==> src/rtl/selecting_result_judge.sv <==
// selecting_result_judge
//   Watches the selecting machine's seven sequencer run flags. Once every
//   sequencer has been started and then stopped, waits for the code bus to
//   settle, captures it, grades the five numeric digits into a prize level,
//   adds that level's points to a saturating score and blinks the win LED
//   until the next round is armed.
//
// Ports
//   clk          system clock
//   rst          asynchronous reset, active low
//   flag[6:0]    sequencer run flags (1 = running)
//   code[27:0]   [27:24] char, [23:20] letter, [19:0] digits d4..d0
//   result_valid one-cycle pulse when a new result is published
//   prize_level  grade of the last judged round (0-5)
//   score        cumulative points, saturating at 255
//   win_led      blinks with half-period BLINK_CYC while showing a win
//   code_err     last captured round held a digit above 9
//
// Optional build macro
//   JUDGE_BONUS_EN  char 4 with letter A doubles the round's points.

// Per-digit lane: how many of the five digits equal digit IDX.
module srj_digit_mult #(
  parameter int NUM_DIG = 5,
  parameter int DIG_W   = 4,
  parameter int CNT_W   = 3,
  parameter int IDX     = 0
) (
  input  logic [NUM_DIG-1:0][DIG_W-1:0] digs,
  output logic [CNT_W-1:0]              mult
);
  always_comb begin
    mult = '0;
    for (int j = 0; j < NUM_DIG; j++)
      if (digs[j] == digs[IDX]) mult = mult + CNT_W'(1);
  end
endmodule

module selecting_result_judge #(
  parameter int SETTLE_CYC = 16,
  parameter int BLINK_CYC  = 12500000
) (
  input  logic        clk,
  input  logic        rst,
  input  logic [6:0]  flag,
  input  logic [27:0] code,
  output logic        result_valid,
  output logic [2:0]  prize_level,
  output logic [7:0]  score,
  output logic        win_led,
  output logic        code_err
);
  localparam int NUM_DIG = 5;
  localparam int DIG_W   = 4;
  localparam int CNT_W   = $clog2(NUM_DIG + 1);
  localparam int SET_W   = $clog2(SETTLE_CYC + 1);
  localparam int BLK_W   = 28;
  localparam logic [6:0]       FLAG_ALL   = 7'h7F;
  localparam logic [SET_W-1:0] SET_LOAD   = SET_W'(SETTLE_CYC - 1);
  localparam logic [BLK_W-1:0] BLINK_LAST = BLK_W'(BLINK_CYC - 1);

  typedef enum logic [2:0] {IDLE, ARMED, SETTLE, JUDGE, SHOW} state_t;

  typedef struct packed {
    logic       err;
    logic [2:0] level;
    logic [6:0] pts;
  } grade_t;

  state_t                         state_q, state_d;
  logic [SET_W-1:0]               settle_cnt;
  logic [BLK_W-1:0]               blink_cnt;
  logic [27:0]                    cap_q;
  logic [NUM_DIG-1:0][DIG_W-1:0]  digs;
  logic [NUM_DIG-1:0][CNT_W-1:0]  mult;
  logic [CNT_W-1:0]               max_m;
  logic                           any_err;
  logic                           straight;
  grade_t                         grade;
  logic [7:0]                     score_nx;

  assign digs = cap_q[19:0];

  // ---------------------------------------------------------------- grading
  for (genvar g = 0; g < NUM_DIG; g++) begin : g_mult
    srj_digit_mult #(
      .NUM_DIG(NUM_DIG), .DIG_W(DIG_W), .CNT_W(CNT_W), .IDX(g)
    ) u_mult (
      .digs(digs),
      .mult(mult[g])
    );
  end

  // Largest lane count is the largest multiplicity of any digit value.
  always_comb begin
    max_m = '0;
    for (int i = 0; i < NUM_DIG; i++)
      if (mult[i] > max_m) max_m = mult[i];
  end

  // Digit index 0 is d0 (lowest nibble); a straight climbs from d4 to d0,
  // so every lower digit is one more than the digit above it.
  always_comb begin
    any_err  = 1'b0;
    straight = 1'b1;
    for (int i = 0; i < NUM_DIG; i++)
      if (digs[i] > DIG_W'(9)) any_err = 1'b1;
    for (int i = 0; i < NUM_DIG - 1; i++)
      if (digs[i] != digs[i+1] + DIG_W'(1)) straight = 1'b0;
  end

  always_comb begin
    grade = '0;
    if (any_err) begin
      grade.err = 1'b1;
    end else if (straight) begin
      grade.level = 3'd5;
      grade.pts   = 7'd30;
    end else begin
      case (max_m)
        CNT_W'(5): begin grade.level = 3'd4; grade.pts = 7'd100; end
        CNT_W'(4): begin grade.level = 3'd3; grade.pts = 7'd20;  end
        CNT_W'(3): begin grade.level = 3'd2; grade.pts = 7'd5;   end
        CNT_W'(2): begin grade.level = 3'd1; grade.pts = 7'd1;   end
        default:   begin grade.level = 3'd0; grade.pts = 7'd0;   end
      endcase
    end
  end

  // ------------------------------------------------------------- score add
`ifdef JUDGE_BONUS_EN
  logic       bonus;
  logic [9:0] pts_eff;
  logic [9:0] sum;
  assign bonus    = (cap_q[27:24] == 4'h4) && (cap_q[23:20] == 4'hA);
  assign pts_eff  = bonus ? {2'b00, grade.pts, 1'b0} : {3'b000, grade.pts};
  assign sum      = {2'b00, score} + pts_eff;
  assign score_nx = (sum > 10'd255) ? 8'hFF : sum[7:0];
`else
  logic [8:0] sum;
  logic [7:0] unused_cap;
  assign unused_cap = cap_q[27:20];
  assign sum        = {1'b0, score} + {2'b00, grade.pts};
  assign score_nx   = sum[8] ? 8'hFF : sum[7:0];
`endif

  // -------------------------------------------------------------------- FSM
  always_ff @(posedge clk or negedge rst) begin
    if (!rst) state_q <= IDLE;
    else      state_q <= state_d;
  end

  always_comb begin
    state_d = state_q;
    case (state_q)
      IDLE:   if (flag == FLAG_ALL) state_d = ARMED;
      ARMED:  if (flag == 7'h00)    state_d = SETTLE;
      SETTLE: begin
        if (flag != 7'h00)          state_d = ARMED;
        else if (settle_cnt == '0)  state_d = JUDGE;
      end
      JUDGE:  state_d = SHOW;
      SHOW:   if (flag == FLAG_ALL) state_d = ARMED;
      default: state_d = IDLE;
    endcase
  end

  // --------------------------------------------------------------- datapath
  always_ff @(posedge clk or negedge rst) begin
    if (!rst) begin
      settle_cnt   <= '0;
      blink_cnt    <= '0;
      cap_q        <= '0;
      result_valid <= 1'b0;
      prize_level  <= '0;
      score        <= '0;
      win_led      <= 1'b0;
      code_err     <= 1'b0;
    end else begin
      result_valid <= 1'b0;
      case (state_q)
        ARMED: if (flag == 7'h00) settle_cnt <= SET_LOAD;
        SETTLE: begin
          if (flag == 7'h00) begin
            if (settle_cnt == '0) cap_q      <= code;
            else                  settle_cnt <= settle_cnt - SET_W'(1);
          end
        end
        JUDGE: begin
          prize_level  <= grade.level;
          code_err     <= grade.err;
          score        <= score_nx;
          result_valid <= 1'b1;
          win_led      <= (grade.level != 3'd0);
          blink_cnt    <= '0;
        end
        SHOW: begin
          if (flag == FLAG_ALL) begin
            win_led   <= 1'b0;
            blink_cnt <= '0;
          end else if (prize_level != 3'd0) begin
            if (blink_cnt == BLINK_LAST) begin
              blink_cnt <= '0;
              win_led   <= ~win_led;
            end else begin
              blink_cnt <= blink_cnt + BLK_W'(1);
            end
          end
        end
        default: ;
      endcase
    end
  end

endmodule

==> config.mk <==
export PLATFORM = sky130hd
export DESIGN_NAME = selecting_result_judge
export DESIGN_NICKNAME = d
export VERILOG_FILES = /design/src/rtl/selecting_result_judge.sv
export SDC_FILE = /design/constraint.sdc
export NUM_CORES = 1
export LEC_CHECK = 0
export CAP_MARGIN = 20
export CELL_PAD_IN_SITES_DETAIL_PLACEMENT = 1
export CELL_PAD_IN_SITES_GLOBAL_PLACEMENT = 2
export CORE_ASPECT_RATIO = 1.75
export CORE_UTILIZATION = 38
export CTS_BUF_LIST = sky130_fd_sc_hd__clkbuf_4 sky130_fd_sc_hd__clkbuf_8
export DETAILED_ROUTE_END_ITERATION = 16
export GPL_ROUTABILITY_DRIVEN = 0
export PLACE_DENSITY = 0.82
export SKIP_LAST_GASP = 1
export SLEW_MARGIN = 20
export SYNTH_ARGS = -nofsm -noshare
export SYNTH_HDL_FRONTEND = slang
export SYNTH_SLANG_ARGS = --single-unit
==> constraint.sdc <==
create_clock -name clk -period 12.9 [get_ports clk]
set_clock_uncertainty 0.1 [all_clocks]
set_input_delay 3.87 -clock clk [delete_from_list [all_inputs] [get_ports clk]]
set_output_delay 3.87 -clock clk [all_outputs]
set_load 0.01 [all_outputs]
==> flow_summary.ini <==
[floorplanning]
num_io_pins = 51
initial_core_util = 0.389
die_h_um = 165
core_area_mm2 = 0.0148
fp-row-count = 59
die-area_mm2 = 0.0157
die_x_um = 95.1

[yosys]
synth_area_mm2 = 0.00577
syn_nets = 735
synth_cells = 646
synth-edff-count = 0
synth_cell_types = 66
ys.flop_type = dfrtp_1
ys_ff_latch = 70
syn_avg_cell_area_um2 = 8.93
async_reset_ff_frac = 1.00
synth_warnings = 0
yosysSeqAreaShare = 0.304

[clock_tree]
cts_hold_buf = 0
clk_pin_slew_ns = 0.08
h-tree-depth = 3
numCtsBuffers = 9
clock_path_buffers = 2
cts_sinks = 70
worstSkewPairLatency_ns = 0.35
cts_resized = 0
cts_root_buffer = clkbuf_8
cts_setup_buffers = 0
cts_tree = done

[timing]
slew_headroom = 0.294
finalHoldViolations = 0
timing.setup.tns_ns = 0
fin_crit_ns = 10.24
min_period_over_period = 0.794
fmax_mhz = 97.6
final_max_slew_viol_count = 0
rsz0062_at_grt = false
worst_slew_pin_slew_ns = 1.06
setup_viol = 0

[global_routing]
grt_max_degree = 71
grt_pass1_wl_um = 25600
grt_use_total = 0.212
antenna_found_initial = 0
grt_pass1_vias = 5232
overflow = 0

[final_layout]
n_antenna_cell = 0
fill_cells = 1720
nets = 755
syn_to_final_growth_pct = 12.5
final_cells = 854
drive_gt1_frac = 0.0939

[setup_path]
critPathCaptureType = flip-flop
path_class = reg -> reg
critPathLaunchType = flip-flop
cpLargestDelayFamily = compound AO/OA/AOI/OAI gates
slowest_stage = nor4_2
worst-path-max-fanout = 11
arrival_ns = 10.35
rrSetupSlack_ns = 2.66
crit_top_cell = ha_1
r2r-end = score[1]$_DFFE_PN0P_
crit_required_ns = 13.01
critical_path_buf_inv_count = 1
r2r_cells = 43
max_stage_delay_ns = 0.67
r2r-start = cap_q[8]$_DFFE_PN0P_

[flow_run]
maxCapViolCount = 0

[min_path]
whs_path_depth = 1
holdCritStartpoint = blink_cnt[2]$_DFFE_PN0P_
hold_end = blink_cnt[2]$_DFFE_PN0P_
hold_class = reg -> reg

[placement]
dp_hpwl_um = 12100
dp_cells = 838
numPortBuffers = 42

[pwr]
p_per_area_mw_per_mm2 = 72.3
vdd_drop_max_v = 0.0000652
p_leak_nw = 3.02

[drt]
drt_iter0_markers = 146
wl_per_cell_um = 18.1
viasPerCell = 5.66
vias = 4830
routed_wl_um = 15400
ant_nets = 0
drt-pass1-iter-count = 4
drc_errors = 0

[status]
status = completed
==> report_power, final <==
part,switching [mW],internal (mW)
clock network,0.0896,0.117
registers,0.00231,0.221
logic,0.0224,0.0168
==> layer usage <==
layer	track usage	up-vias	wire length, um
met5	0	-	0
met4	0.0916	0	548
met3	0.0235	35	239
met2	0.417	61	8870
met1	0.216	2426	5760
li1	-	2308	-
==> cells by family after synthesis <==
kind of cell	count (synthesis)	share of synthesized area
flops	70	0.304
simple gates	206	0.198
fa+ha+maj	52	0.118
xor+xnor	74	0.115
buf+inv	78	0.0575
compound gates	138	0.154
mux	28	0.0536
==> how the worst max path moves through the flow <==
stage                         startpoint              endpoint  slack (ns)  depth (start not counted)
global route        cap_q[8]$_DFFE_PN0P_  score[2]$_DFFE_PN0P_        1.75                         46
floorplan           cap_q[4]$_DFFE_PN0P_  score[7]$_DFFE_PN0P_        3.96                         43
CTS                 cap_q[8]$_DFFE_PN0P_  score[1]$_DFFE_PN0P_        2.62                         46
detailed placement  cap_q[8]$_DFFE_PN0P_  score[1]$_DFFE_PN0P_        2.69                         46
finish              cap_q[8]$_DFFE_PN0P_  score[1]$_DFFE_PN0P_        2.66                         43
global placement    cap_q[8]$_DFFE_PN0P_  score[2]$_DFFE_PN0P_        2.56                         43
==> per-stage QoR <==
step                hold slack (ns)  power [mW]  instance area, um2  utilization  setup WS (ns)
detailed placement            0.397       0.268                6260        0.422           2.69
CTS                           0.410       0.475                6490        0.437           2.62
global route                  0.431       0.489                6490        0.437           1.75
global placement              0.385       0.267                6260        0.422           2.56
finish                        0.406       0.469                6490        0.437           2.66
floorplan                     0.356       0.246                5770            -           3.96
==> Yosys cell counts (all sizes together) (10+ instances only) <==
cell	count	area [um2]
clkbuf	13	48.8
dfrtp	70	1750
nor2	47	176
o21ai	55	287
buf	22	120
nand3	27	140
nor2b	10	62.6
inv	42	158
xor2	30	263
nand2	34	128
a21oi	26	130
ha	48	601
nand4	16	100
nor3	11	71.3
mux2	23	259
xnor2	43	377
==> flip-flops by register name, indices dropped and copies added (netlist names) <==
signal	cells
blink_cnt	28
cap_q	20
score	8
settle_cnt	5
prize_level	3
state_q	3
code_err	1
result_valid	1
win_led	1
==> cells in the final DEF, fill, tap and decap left out, types with 4 or more instances in the layout <==
cell and count:
a31oi_1 5, dfrtp_1 70, and2_1 9, o31ai_1 9, xor2_1 30, mux2_2 23, nor3_1 9, nand2_1 34
mux2i_1 5, o21a_1 4, or2_2 7, a21o_1 6, xnor2_1 43, nor2b_1 10, o22a_1 4, nor4_1 4
ha_1 48, nand2b_1 6, and3_1 9, o21ai_0 51, nor2_1 47, clkdlybuf4s50_1 41, nand3_1 26, nand4_1 16
nor4b_1 4, and4_1 8, inv_1 42, clkbuf_8 10, a21oi_1 26, fa_1 4, a32oi_1 4
==> area by class of cell <==
| cell class | instances | area [um2] | share of cell area |
|---|---|---|---|
| Multi-Input combinational cell | 498 | 3690 | 0.569 |
| Clock inverter | 5 | 81.3 | 0.0125 |
| Clock buffer | 11 | 145 | 0.0224 |
| Timing Repair Buffer | 44 | 430 | 0.0663 |
| Inverter | 43 | 163 | 0.0251 |
| Sequential cell | 70 | 1750 | 0.270 |
| Tap cell | 183 | 229 | 0.0353 |
Note: power is estimated with default switching activity, not from simulation.
